$ cat src/rtl/arm_pkg.sv
// Shared definitions for the instruction-fetch slice: word width, PC step,
// fetch FSM states and the prefetch FIFO entry layout.
package arm_pkg;

  localparam int          WORD_W  = 32;
  localparam logic [31:0] PC_STEP = 32'd4;

  typedef enum logic [1:0] {
    FETCH = 2'd0,
    HOLD  = 2'd1,
    DRAIN = 2'd2
  } fetch_state_e;

  typedef struct packed {
    logic [WORD_W-1:0] pc4;
    logic [WORD_W-1:0] instr;
  } fifo_entry_t;

  // Sequential fetch address; wraps modulo 2^32 without any flag.
  function automatic logic [WORD_W-1:0] pc_advance(input logic [WORD_W-1:0] pc);
    return pc + PC_STEP;
  endfunction

endpackage

$ cat src/rtl/if_prefetch_fifo.sv
// Prefetch FIFO of {pc4, instr} entries. Flush wins over push and pop;
// push into a full FIFO and pop from an empty one are ignored.
module if_prefetch_fifo
  import arm_pkg::*;
#(
  parameter int DEPTH = 2
) (
  input  logic                   clk,
  input  logic                   rst,
  input  logic                   flush,
  input  logic                   push,
  input  fifo_entry_t            push_data,
  input  logic                   pop,
  output logic [$clog2(DEPTH):0] count,
  output fifo_entry_t            head,
  output logic                   empty,
  output logic                   full
);

  localparam int PTR_W = $clog2(DEPTH);
  localparam int CNT_W = PTR_W + 1;

  fifo_entry_t      mem_r [DEPTH];
  logic [PTR_W-1:0] wr_ptr_r;
  logic [PTR_W-1:0] rd_ptr_r;
  logic [CNT_W-1:0] count_r;
  logic             do_push_s;
  logic             do_pop_s;

  // Qualify the requests against the current occupancy.
  always_comb begin
    do_push_s = push & ~full;
    do_pop_s  = pop & ~empty;
  end

  // Pointer and occupancy state; ptr arithmetic wraps because DEPTH is a power of two.
  always_ff @(posedge clk) begin
    if (rst || flush) begin
      wr_ptr_r <= '0;
      rd_ptr_r <= '0;
      count_r  <= '0;
    end else begin
      if (do_push_s) begin
        wr_ptr_r <= wr_ptr_r + PTR_W'(1);
      end
      if (do_pop_s) begin
        rd_ptr_r <= rd_ptr_r + PTR_W'(1);
      end
      count_r <= count_r + CNT_W'(do_push_s) - CNT_W'(do_pop_s);
    end
  end

  // Entry storage; contents are don't-care until counted as valid.
  always_ff @(posedge clk) begin
    if (do_push_s && !rst && !flush) begin
      mem_r[wr_ptr_r] <= push_data;
    end
  end

  // Status flags and head view.
  always_comb begin
    count = count_r;
    head  = mem_r[rd_ptr_r];
    empty = (count_r == CNT_W'(0));
    full  = (count_r == CNT_W'(DEPTH));
  end

endmodule

$ cat src/rtl/if_prefetch_stage.sv
// Instruction-fetch stage: keeps fetch_pc, runs the req/ack fetch FSM,
// buffers returned words and presents the FIFO head to IF/ID.
module if_prefetch_stage
  import arm_pkg::*;
#(
  parameter int          DEPTH    = 2,
  parameter logic [31:0] RESET_PC = 32'h0
) (
  input  logic              clk,
  input  logic              rst,
  input  logic              freeze,
  input  logic              branch_taken,
  input  logic [WORD_W-1:0] branch_addr,
  output logic              imem_req,
  output logic [WORD_W-1:0] imem_addr,
  input  logic              imem_ack,
  input  logic [WORD_W-1:0] imem_rdata,
  output logic              if_valid,
  output logic [WORD_W-1:0] PC,
  output logic [WORD_W-1:0] Instruction
);

  localparam int CNT_W = $clog2(DEPTH) + 1;

  fetch_state_e      state_r;
  fetch_state_e      state_nxt_s;
  logic [WORD_W-1:0] fetch_pc_r;
  logic [WORD_W-1:0] fetch_pc_nxt_s;
  logic [WORD_W-1:0] stale_addr_r;
  logic [WORD_W-1:0] stale_addr_nxt_s;
  logic              push_s;
  logic              pop_s;
  logic [CNT_W-1:0]  count_s;
  logic [CNT_W-1:0]  count_post_s;
  fifo_entry_t       head_s;
  fifo_entry_t       push_data_s;
  logic              empty_s;
  logic              full_s;

  if_prefetch_fifo #(
    .DEPTH (DEPTH)
  ) u_fifo (
    .clk       (clk),
    .rst       (rst),
    .flush     (branch_taken),
    .push      (push_s),
    .push_data (push_data_s),
    .pop       (pop_s),
    .count     (count_s),
    .head      (head_s),
    .empty     (empty_s),
    .full      (full_s)
  );

  // State, fetch address and the address of a transfer being drained.
  always_ff @(posedge clk) begin
    if (rst) begin
      state_r      <= FETCH;
      fetch_pc_r   <= RESET_PC;
      stale_addr_r <= RESET_PC;
    end else begin
      state_r      <= state_nxt_s;
      fetch_pc_r   <= fetch_pc_nxt_s;
      stale_addr_r <= stale_addr_nxt_s;
    end
  end

  // Next-state, push decision and fetch_pc update; a branch beats push and freeze.
  always_comb begin
    state_nxt_s      = state_r;
    fetch_pc_nxt_s   = fetch_pc_r;
    stale_addr_nxt_s = stale_addr_r;
    push_s           = 1'b0;
    push_data_s      = '{pc4: pc_advance(fetch_pc_r), instr: imem_rdata};
    count_post_s     = count_s - CNT_W'(pop_s);
    case (state_r)
      FETCH: begin
        if (branch_taken) begin
          fetch_pc_nxt_s = branch_addr;
          if (imem_ack) begin
            state_nxt_s = FETCH;
          end else begin
            state_nxt_s      = DRAIN;
            stale_addr_nxt_s = fetch_pc_r;
          end
        end else if (imem_ack) begin
          push_s         = 1'b1;
          fetch_pc_nxt_s = pc_advance(fetch_pc_r);
          if ((count_post_s + CNT_W'(1)) < CNT_W'(DEPTH)) begin
            state_nxt_s = FETCH;
          end else begin
            state_nxt_s = HOLD;
          end
        end else begin
          state_nxt_s = FETCH;
        end
      end
      HOLD: begin
        if (branch_taken) begin
          fetch_pc_nxt_s = branch_addr;
          state_nxt_s    = FETCH;
        end else if (full_s && !pop_s) begin
          state_nxt_s = HOLD;
        end else begin
          state_nxt_s = FETCH;
        end
      end
      DRAIN: begin
        // The stale transfer must still complete; its data is never pushed.
        if (branch_taken) begin
          fetch_pc_nxt_s = branch_addr;
        end else begin
          fetch_pc_nxt_s = fetch_pc_r;
        end
        if (imem_ack) begin
          state_nxt_s = FETCH;
        end else begin
          state_nxt_s = DRAIN;
        end
      end
      default: begin
        state_nxt_s = FETCH;
      end
    endcase
  end

  // Memory request and IF/ID view of the FIFO head, all forced idle under reset.
  always_comb begin
    imem_req    = 1'b0;
    imem_addr   = fetch_pc_r;
    if_valid    = 1'b0;
    PC          = 32'h0;
    Instruction = 32'h0;
    if (rst) begin
      imem_req = 1'b0;
      if_valid = 1'b0;
    end else begin
      case (state_r)
        FETCH: begin
          imem_req  = 1'b1;
          imem_addr = fetch_pc_r;
        end
        DRAIN: begin
          imem_req  = 1'b1;
          imem_addr = stale_addr_r;
        end
        HOLD: begin
          imem_req  = 1'b0;
          imem_addr = fetch_pc_r;
        end
        default: begin
          imem_req  = 1'b0;
          imem_addr = fetch_pc_r;
        end
      endcase
      if (empty_s) begin
        if_valid = 1'b0;
      end else begin
        if_valid    = 1'b1;
        PC          = head_s.pc4;
        Instruction = head_s.instr;
      end
    end
  end

  // Head is consumed whenever it is presented and the pipeline is not frozen.
  always_comb begin
    pop_s = if_valid & ~freeze;
  end

endmodule

$ cat config.mk
export PLATFORM = sky130hd
export DESIGN_NAME = if_prefetch_stage
export DESIGN_NICKNAME = d
export VERILOG_FILES = /design/src/rtl/arm_pkg.sv /design/src/rtl/if_prefetch_fifo.sv /design/src/rtl/if_prefetch_stage.sv
export SDC_FILE = /design/constraint.sdc
export NUM_CORES = 1
export LEC_CHECK = 0
export BUFFER_PORTS_ARGS = -buffer_cell sky130_fd_sc_hd__buf_2
export CAP_MARGIN = 20
export CORE_MARGIN = 2
export CORE_UTILIZATION = 55
export CTS_BUF_LIST = sky130_fd_sc_hd__clkbuf_16
export DETAILED_ROUTE_END_ITERATION = 8
export PLACE_DENSITY = 0.81
export SYNTH_ARGS = -nofsm -noshare
export SYNTH_HDL_FRONTEND = slang
export SYNTH_SLANG_ARGS = --single-unit
$ cat constraint.sdc
create_clock -name clk -period 11.02 [get_ports clk]
set_clock_uncertainty 0.2 [all_clocks]
set_input_delay 0.551 -clock clk [delete_from_list [all_inputs] [get_ports clk]]
set_output_delay 0.551 -clock clk [all_outputs]
set_load 0.05 [all_outputs]
After elaboration in Yosys (flattened, before gate mapping)
Memory sizes are Yosys's and may differ from the RTL's. A register that Yosys moved wholly into a read port is not among the register bits.
Index checks and enable logic that the tools add are counted.
{"block": "classes", "n_lt_le_gt_ge": 1, "muxes": 28, "reduce_logical": 14, "bitwise": 7, "addsub": 7, "n_eq_ne": 5}
{"op": "$mux W32", "count": 9}
{"op": "$pmux W32 S2", "count": 1}
{"op": "$add A32 B3 Y32 const B", "count": 1}
{"op": "$mux W1", "count": 14}
{"op": "$mux W2", "count": 3}
{"op": "$pmux W2 S3", "count": 1}
{"op": "$reduce_and A3 Y1", "count": 2}
{"op": "$eq A2 B2 Y1 const B", "count": 2}
{"op": "$logic_not A2 Y1", "count": 2}
{"op": "$not A1 Y1", "count": 4}
{"op": "$reduce_or A2 Y1", "count": 2}
{"op": "$sub A2 B1 Y2", "count": 2}
{"op": "$and A1 B1 Y1", "count": 3}
{"op": "$logic_and A1 B1 Y1", "count": 3}
{"op": "$logic_not A1 Y1", "count": 3}
{"op": "$ne A3 B3 Y1 const B", "count": 1}
{"op": "$add A1 B1 Y1 const B", "count": 2}
{"op": "$add A2 B1 Y2", "count": 1}
{"op": "$add A2 B1 Y2 const B", "count": 1}
{"op": "$eq A2 B1 Y1 const B", "count": 1}
{"op": "$lt A2 B2 Y1 const B", "count": 1}
{"op": "$ne A2 B1 Y1 const B", "count": 1}
{"op": "$reduce_bool A2 Y1", "count": 1}
{"op": "$logic_or A1 B1 Y1", "count": 1}
{"block": "totals", "n_memories": 1, "inputBits": 69, "ramBits": 128, "out_inout_bits": 98, "wordCells": 69, "ff_bits": 70}
{"memory": "u_fifo.mem_r", "depth": 2, "word_bits": 64, "read_ports": 1, "rd_ports_with_merged_regs": 1, "write_ports": 1, "line": "if_prefetch_fifo.sv:23", "rtl": "fifo_entry_t mem_r [DEPTH];"}

Logic depth before layout (Yosys ltp)
Gate-level depths: netlist (run 1).
{"block": "depth", "ltp_word": 11, "depth_mapped": 9, "mapped_depth_nobuf": 9}

By module
From an unflattened synthesis (run 1), not the netlist that was laid out.
{"block": "hier_totals", "cells_unflattened": 837, "hier_area_um2": 9643.0}
{"module": "if_prefetch_fifo", "seq_area_each_um2": 3943.8, "cells_each": 225, "instances": 1, "area_per_inst_um2": 5159.9}
{"module": "if_prefetch_stage", "seq_area_each_um2": 1321.3, "cells_each": 612, "instances": 1, "area_per_inst_um2": 4483.0}

Least setup slack after synthesis (run 1)
Ideal clock, no wire load.
{"block": "synth_timing", "path_kind": "input-to-reg", "start": "input branch_taken", "end": "memory u_fifo.mem_r[1][0] (netlist bit) (enable)", "cell_stages": 4, "setup_time_ps": 578, "n_path_buf": 1, "t_required_ps": 10242, "arrival_time_ps": 5748, "slack_ps": 4494, "path_cell_list": "buf_2 > nand3b_1 > a21o_1 > nor3b_1"}
{"block": "synth_via", "elab_chain_len": 7, "word_cells_on_any_way": 8, "classes_between": "mux (4); bitwise (1); reduce/logical (3)"}
{"item": "start, declared", "line": "if_prefetch_stage.sv:12", "rtl": "input logic branch_taken,"}
{"item": "$mux W1", "line": "if_prefetch_stage.sv:78", "rtl": "if (branch_taken) begin"}
{"item": "$mux W1", "line": "if_prefetch_stage.sv:76", "rtl": "case (state_r)"}
{"item": "$and A1 B1 Y1", "line": "if_prefetch_fifo.sv:32", "rtl": "do_push_s = push & ~full;"}
{"item": "$logic_and A1 B1 Y1", "line": "if_prefetch_fifo.sv:55", "rtl": "if (do_push_s && !rst && !flush) begin"}
{"item": "$logic_and A1 B1 Y1 *", "line": "if_prefetch_fifo.sv:55"}
{"item": "$mux W1 *", "line": "if_prefetch_fifo.sv:55"}
{"item": "$mux W1 (implied by the code) *", "line": "if_prefetch_fifo.sv:56", "rtl": "mem_r[wr_ptr_r] <= push_data;"}
{"item": "end, declared", "line": "if_prefetch_fifo.sv:23"}
Mark *: on every way between the ends. The rest lies on a longest branch, timed or not.

Final worst setup path (run 1)
{"block": "layout_timing", "start": "input rst", "end": "output PC[30]"}
{"block": "layout_via", "elab_chain_len": 1}
{"item": "start, declared", "line": "if_prefetch_stage.sv:10", "rtl": "input logic rst,"}
{"item": "$mux W32", "line": "if_prefetch_stage.sv:134", "rtl": "if (rst) begin"}
{"item": "end, declared", "line": "if_prefetch_stage.sv:19", "rtl": "output logic [WORD_W-1:0] PC,"}
Every way passes these cells.

==> results.json, run 1 <==
{
  "grt_first_pass_wirelength_um": 29800,
  "cellLeakagePower_nw": 3.97,
  "grtUsageTotal": 0.217,
  "drv_slew": 0,
  "final_area_um2": 10500,
  "die_h_um": 131,
  "cts.sink_count": 199,
  "clk_pin_slew_worst_paths_ps": 70,
  "first_pass_iters": 7,
  "die_w_um": 131,
  "cts_root_buf": "clkbuf_16",
  "path_class": "input port to primary output",
  "max_slew_margin": 0.258,
  "wl_um": 18800,
  "synthFlopType": "edfxtp_1",
  "tightest_slew_ps": 1110,
  "worstSetupStartpointType": "input port",
  "routabilityCongestion": 0.831,
  "rr_endpoint": "u_fifo.mem_r[0][18]$_DFFE_PP_",
  "critPathBufInv": 4,
  "ir_worst_vdd_v": 0.000111,
  "antenna_left": 0,
  "rrSetupSlack_ps": 8190,
  "crit_path_end_kind": "primary output",
  "cp_slowest_cell": "buf_4",
  "cts_tree": "done",
  "placed_cell_area_um2": 9830,
  "grt_max_degree": 67,
  "setup_ws_ps": 7940,
  "hold_buffers": 0,
  "dp_hpwl_um": 12500,
  "vias": 6390,
  "cts_resized": 0,
  "worstPathMaxFanout": 66,
  "syn_nets": 878,
  "cp.arrival_ps": 2320,
  "yosysWarningCount": 0,
  "crit_chain": "buf_2, buf_4, o21bai_4, buf_4, nor2_1, buf_2",
  "synth-adder-area-share": 0.00984,
  "synth_enable_flop_cells": 128,
  "post-cts-setup-buffer-count": 0,
  "async_flop_share": 0,
  "avgSynthCellArea_um2": 11.1,
  "min_from": "imem_rdata[9]",
  "grt_overflow": 0,
  "hp-class": "input port to register",
  "nFillCells": 1162,
  "die-area_um2": 17200,
  "clk_latency_ps": 430,
  "synth-seq-area-share": 0.591,
  "dp.cells": 1128,
  "start_util": 0.563,
  "finalHoldViolCount": 0,
  "final_cells": 1162,
  "drive_above_1_share": 0.262,
  "portBuffers": 166,
  "fin_crit_sh": 0.279,
  "synthDistinctLibCells": 54,
  "cts_buffers": 17,
  "antenna_found_initial": 0,
  "rsz0062_at_grt": "false",
  "synth_simple_gate_area_frac": 0.142,
  "drtIter0Drc": 515,
  "final_nets": 1009,
  "reg2reg_depth": 6,
  "vias_per_cell": 5.50,
  "synth_compound_area_frac": 0.0844,
  "r2r_start": "state_r[0]$_SDFF_PP0_",
  "worstHoldEndpoint": "u_fifo.mem_r[0][9]$_DFFE_PP_",
  "area_growth_pct": 18.1,
  "slowest_delay_ps": 520,
  "clockBufferDepth": 2,
  "ctsHtreeMaxLevel": 4,
  "holdPathStages": 1,
  "coreArea_um2": 15800,
  "fmax_mhz": 325,
  "tns_ps": 0,
  "crit_required_ps": 10270,
  "grt_pass1_vias": 5838,
  "ys_seq_elements": 199,
  "synth_top_family_by_area": "simple AND/OR/NAND/NOR gates",
  "crit_family": "buffers and inverters",
  "yosys.area_share.xor_xnor": 0.0323,
  "drv_cap": 0,
  "syn_area_um2": 8900,
  "p_per_area_nw_per_um2": 156,
  "rows": 46,
  "wire_per_inst_um": 16.2,
  "drc": 0,
  "min_period_ps": 3080,
  "diodes": 0,
  "outcome": "completed",
  "synthMuxAreaShare": 0.106,
  "synth_cells": 802,
  "num_io_pins": 167,
  "setup-violations-final": 0,
  "dp_slack_ps": 7660
}
## registers in the layout, summed over array words and instances (netlist names), named ones only
register,count
fetch_pc_r,32
stale_addr_r,32
state_r,2
u_fifo.count,2
u_fifo.mem_r,128
u_fifo.rd_ptr_r,1
u_fifo.wr_ptr_r,1
## layer usage
metal	GRT usage	part of all wire	vias to the layer above
met5	0	0	-
met4	0.0761	0.022	0
met3	0.0440	0.068	27
met2	0.339	0.46	233
met1	0.306	0.45	2994
li1	-	-	3136
## final cells by class
class | instances | area (µm²) | area share
tap | 216 | 270 | 0.0257
timing repair buffer | 175 | 938 | 0.0892
clock buffer | 20 | 500 | 0.0476
multi-input combinational | 527 | 3360 | 0.319
inverter | 13 | 48.8 | 0.00464
clock inverter | 12 | 131 | 0.0125
sequential | 199 | 5270 | 0.501
## kinds of logic (layout without fill, tap and decap cells)
family	after synthesis	in the layout
multiplexers	91	91
flip-flops	199	199
adder cells (fa/ha/maj)	7	7
buffers and inverters	76	220
AND/OR/NAND/NOR	272	272
AO/OA/AOI/OAI	125	125
XOR/XNOR	32	32
## synthesized netlist by cell type (all sizes together), types with 3 or more instances
master	count	share of area
edfxtp	128	0.43
xnor2	27	0.027
or3	3	0.0021
clkbuf	36	0.015
a31oi	10	0.0070
or4	4	0.0038
nor2	90	0.038
inv	13	0.0055
o311ai	10	0.0098
xor2	5	0.0049
mux2	26	0.033
mux2i	65	0.073
o21ai	27	0.015
a21o	4	0.0034
nand3b	3	0.0025
nor2b	4	0.0028
nand2	103	0.043
ha	7	0.0098
buf	27	0.013
a22oi	5	0.0042
nor3	18	0.012
nor4	10	0.010
nand2b	3	0.0021
a21oi	53	0.030
o21bai	3	0.0025
dfxtp	71	0.16
nand4	10	0.0094
nand3	15	0.0084
## placed cells by master, fill, tap and decap left out, types with 4 or more instances in the layout
cell type | netlist | routed
buf_2 | 15 | 166
edfxtp_1 | 128 | 128
nand2_1 | 103 | 103
nor2_1 | 90 | 90
dfxtp_1 | 71 | 70
mux2i_1 | 65 | 65
a21oi_1 | 53 | 53
o21ai_0 | 27 | 27
xnor2_1 | 26 | 26
mux2_2 | 26 | 26
clkbuf_16 | 0 | 20
nand3_1 | 15 | 15
nor3_1 | 16 | 15
inv_1 | 13 | 13
a31oi_1 | 10 | 10
nand4_1 | 8 | 8
o311ai_0 | 8 | 8
nor4_1 | 7 | 7
ha_1 | 7 | 7
buf_4 | 0 | 7
xor2_1 | 5 | 5
a22oi_1 | 5 | 5
a21o_1 | 4 | 4
## report_power, final
| part | switching, mW | internal (mW) | total [mW] |
|---|---|---|---|
| logic | 0.107 | 0.0497 | 0.157 |
| clock network | 0.260 | 0.385 | 0.645 |
| registers | 0.0228 | 0.815 | 0.838 |
| total | 0.390 | 1.25 | 1.64 |
## per-stage QoR
stage          hold WS, ps  utilization  total power, mW
2_1_floorplan          233            -            0.962
3_3_place_gp           238        0.621             1.00
3_5_place_dp           246        0.621             1.01
4_1_cts               94.1        0.661             1.65
5_1_grt               91.7        0.664             1.69
6_report               110        0.664             1.64
## how the worst max path moves through the flow
stage	endpoint	start	slack, ps	depth (start not counted)
3_3_place_gp	u_fifo.count[1]$_SDFF_PP0_	rst	7770	11
5_1_grt	PC[20]	rst	7800	6
2_1_floorplan	u_fifo.mem_r[1][0]$_DFFE_PP_	branch_taken	4490	4
3_5_place_dp	u_fifo.count[1]$_SDFF_PP0_	rst	7660	11
4_1_cts	PC[25]	rst	7950	6
6_report	PC[30]	rst	7940	6
Note: power is estimated with default switching activity, not from simulation.
==> run 2, diff against run 1 <==
--- a/config.mk
+++ b/config.mk
@@ -8,10 +8,10 @@
 export BUFFER_PORTS_ARGS = -buffer_cell sky130_fd_sc_hd__buf_2
 export CAP_MARGIN = 20
 export CORE_MARGIN = 2
-export CORE_UTILIZATION = 55
+export CORE_UTILIZATION = 50
 export CTS_BUF_LIST = sky130_fd_sc_hd__clkbuf_16
 export DETAILED_ROUTE_END_ITERATION = 8
-export PLACE_DENSITY = 0.81
+export PLACE_DENSITY = 0.78
 export SYNTH_ARGS = -nofsm -noshare
 export SYNTH_HDL_FRONTEND = slang
 export SYNTH_SLANG_ARGS = --single-unit
==> constraint.sdc (replaced) <==
create_clock -name clk -period 2.77 [get_ports clk]
set_clock_uncertainty 0.2 [all_clocks]
set_input_delay 0.1385 -clock clk [delete_from_list [all_inputs] [get_ports clk]]
set_output_delay 0.1385 -clock clk [all_outputs]
set_load 0.05 [all_outputs]
==> run 2 against run 1 <==
  * Setup slack worse by 7800 ps
  * Sequential share of layout area is 3.7 points lower
  * Global-route usage is 0.078 points higher
  * Critical path depth is 1 higher
  * Non-clock buffer count is 90 higher
  * Combinational power grew to 4.7 times the previous value
  * Final area is 7.9% higher
  * Via count is 6.0% higher
  * Clock power grew to 3.7 times the previous value
  * Worst hold slack better by 120 ps
  * Flip-flop and latch count stayed put
  * Sequential power grew to 4.0 times the previous value
  * Largest power group unchanged
  * Highest routed layer unchanged
==> results.json, run 2 (same netlist as run 1, synthesis figures left out) <==
{
  "worstPathMaxFanout": 38,
  "netSwitchingFraction": 0.248,
  "routed-wl-met3_um": 1390,
  "routed-wl-met2_um": 9680,
  "cellLeakagePower_nw": 4.34,
  "worstSetupStartpointType": "input port",
  "routed.top_layer": "met4",
  "cts_buffers": 17,
  "min_from": "imem_rdata[13]",
  "worstHoldEndpoint": "u_fifo.mem_r[0][13]$_DFFE_PP_",
  "largest_reg_flops": 128,
  "cts_tree": "done",
  "cts.sink_count": 199,
  "ir_worst_vdd_v": 0.000459,
  "wirelength_met1_um": 9250,
  "holdPathStages": 2,
  "crit_path_end_kind": "primary output",
  "vias": 6775,
  "nFillCells": 1317,
  "start_util": 0.513,
  "tightest_slew_ps": 453,
  "area_growth_pct": 27.5,
  "die-area_um2": 18900,
  "drtIter0Drc": 521,
  "wl_um": 20700,
  "vias_per_cell": 5.37,
  "pwr-share-comb": 0.115,
  "dp_slack_ps": 432,
  "grt_max_degree": 65,
  "coreArea_um2": 17400,
  "reg_top3": "u_fifo.mem_r: 128 flops, fetch_pc_r: 32 flops, stale_addr_r: 32 flops",
  "p_int_mw": 4.85,
  "rrSetupSlack_ps": 170,
  "placed_cell_area_um2": 10000,
  "dp_hpwl_um": 13800,
  "outcome": "completed",
  "clockBufferDepth": 2,
  "post-route-util": 0.654,
  "drive_above_1_share": 0.261,
  "r2r_start": "fetch_pc_r[2]$_SDFFE_PP0P_",
  "setup_ws_ps": 129,
  "finalPower_mw": 6.45,
  "final_area_um2": 11400,
  "drv_slew": 0,
  "crit_required_ps": 2430,
  "diodes": 0,
  "max_slew_margin": 0.696,
  "post-cts-setup-buffer-count": 0,
  "final_common_cell": "buf_2",
  "first_pass_iters": 6,
  "seq_power_share": 0.516,
  "die_w_um": 137,
  "fin_crit_sh": 0.954,
  "antenna_found_initial": 0,
  "grt_first_pass_wirelength_um": 31400,
  "rr_endpoint": "fetch_pc_r[10]$_SDFFE_PP0P_",
  "ctsHtreeMaxLevel": 4,
  "fmax_mhz": 379,
  "tns_ps": 0,
  "grt_pass1_vias": 6261,
  "holdWs_ps": 230,
  "pwr-share-clk": 0.370,
  "min_period_ps": 2640,
  "clk_latency_ps": 430,
  "wire_per_inst_um": 16.4,
  "reg2reg_depth": 8,
  "drc": 0,
  "antenna_left": 0,
  "rsz0062_at_grt": "false",
  "p_per_area_nw_per_um2": 568,
  "hp-class": "input port to register",
  "setup-violations-final": 0,
  "finalHoldViolCount": 0,
  "layout_common_cells": "buf_2 (166), edfxtp_1 (128), nand2_1 (103)",
  "final_nets": 1099,
  "portBuffers": 166,
  "largest_register": "u_fifo.mem_r",
  "cts_root_buf": "clkbuf_16",
  "die_h_um": 137,
  "num_io_pins": 167,
  "clk_pin_slew_worst_paths_ps": 60,
  "rows": 48,
  "p_sw_mw": 1.60,
  "grtUsageTotal": 0.218,
  "drv_cap": 0,
  "path_class": "input port to primary output",
  "dp.cells": 1156,
  "grt_overflow": 0,
  "cp.arrival_ps": 2300,
  "final_cells": 1261,
  "routabilityCongestion": 0.905
}
[run 2: cell types whose count changed in the layout (fill, tap and decap cells not counted), sizes merged]
| cell | previous run | this run |
|---|---|---|
| buf | 175 | 192 |
| dlygate4sd3 | 0 | 73 |
| clkbuf | 20 | 18 |
| clkinvlp | 0 | 1 |
| clkinv | 4 | 5 |
[run 2: area by class of cell]
class / instances / area [µm²] / share of cell area
flip-flops and latches: 199 / 5270 / 0.464
well taps: 225 / 282 / 0.0248
inverters: 13 / 48.8 / 0.00430
clock buffers: 18 / 450 / 0.0397
repair buffers: 265 / 1790 / 0.157
clock inverters: 14 / 126 / 0.0111
multi-input cells: 527 / 3390 / 0.298
[run 2: power by group through the flow]
stage               clock network [mW]  registers (mW)  logic [mW]
finish                            2.38            3.32       0.739
global placement                     0            3.38       0.641
floorplan                            0            3.34       0.488
detailed placement                   0            3.39       0.651
global route                      2.55            3.33       0.790
CTS                               2.42            3.32       0.734
[run 2: routing by layer]
metal | vias up | global-route usage
met1 | 3181 | 0.295
met3 | 27 | 0.0545
met4 | 0 | 0.0693
met5 | - | 0
met2 | 253 | 0.347
li1 | 3314 | -
[run 2: how the worst max path moves through the flow]
stage,to,cells after the start,startpoint
floorplan,u_fifo.mem_r[1][0]$_DFFE_PP_,5,state_r[1]$_SDFF_PP0_
global placement,fetch_pc_r[12]$_SDFFE_PP0P_,6,fetch_pc_r[2]$_SDFFE_PP0P_
detailed placement,fetch_pc_r[12]$_SDFFE_PP0P_,6,fetch_pc_r[2]$_SDFFE_PP0P_
CTS,fetch_pc_r[10]$_SDFFE_PP0P_,8,state_r[1]$_SDFF_PP0_
global route,imem_addr[31],7,rst
finish,imem_addr[11],7,rst
[run 2: what timing repair did]
item,4_1_cts,5_1_grt
gates resized for setup,0,2
hold endpoints to repair,109,0
setup endpoints to repair,0,32
hold buffers,73,0
[run 2: critical path: stages]
cell and delay, ps:
dlygate4sd3_1 530, buf_2 350, buf_6 300, nor2b_2 60, buf_4 270, o21ai_0 310, buf_2 320
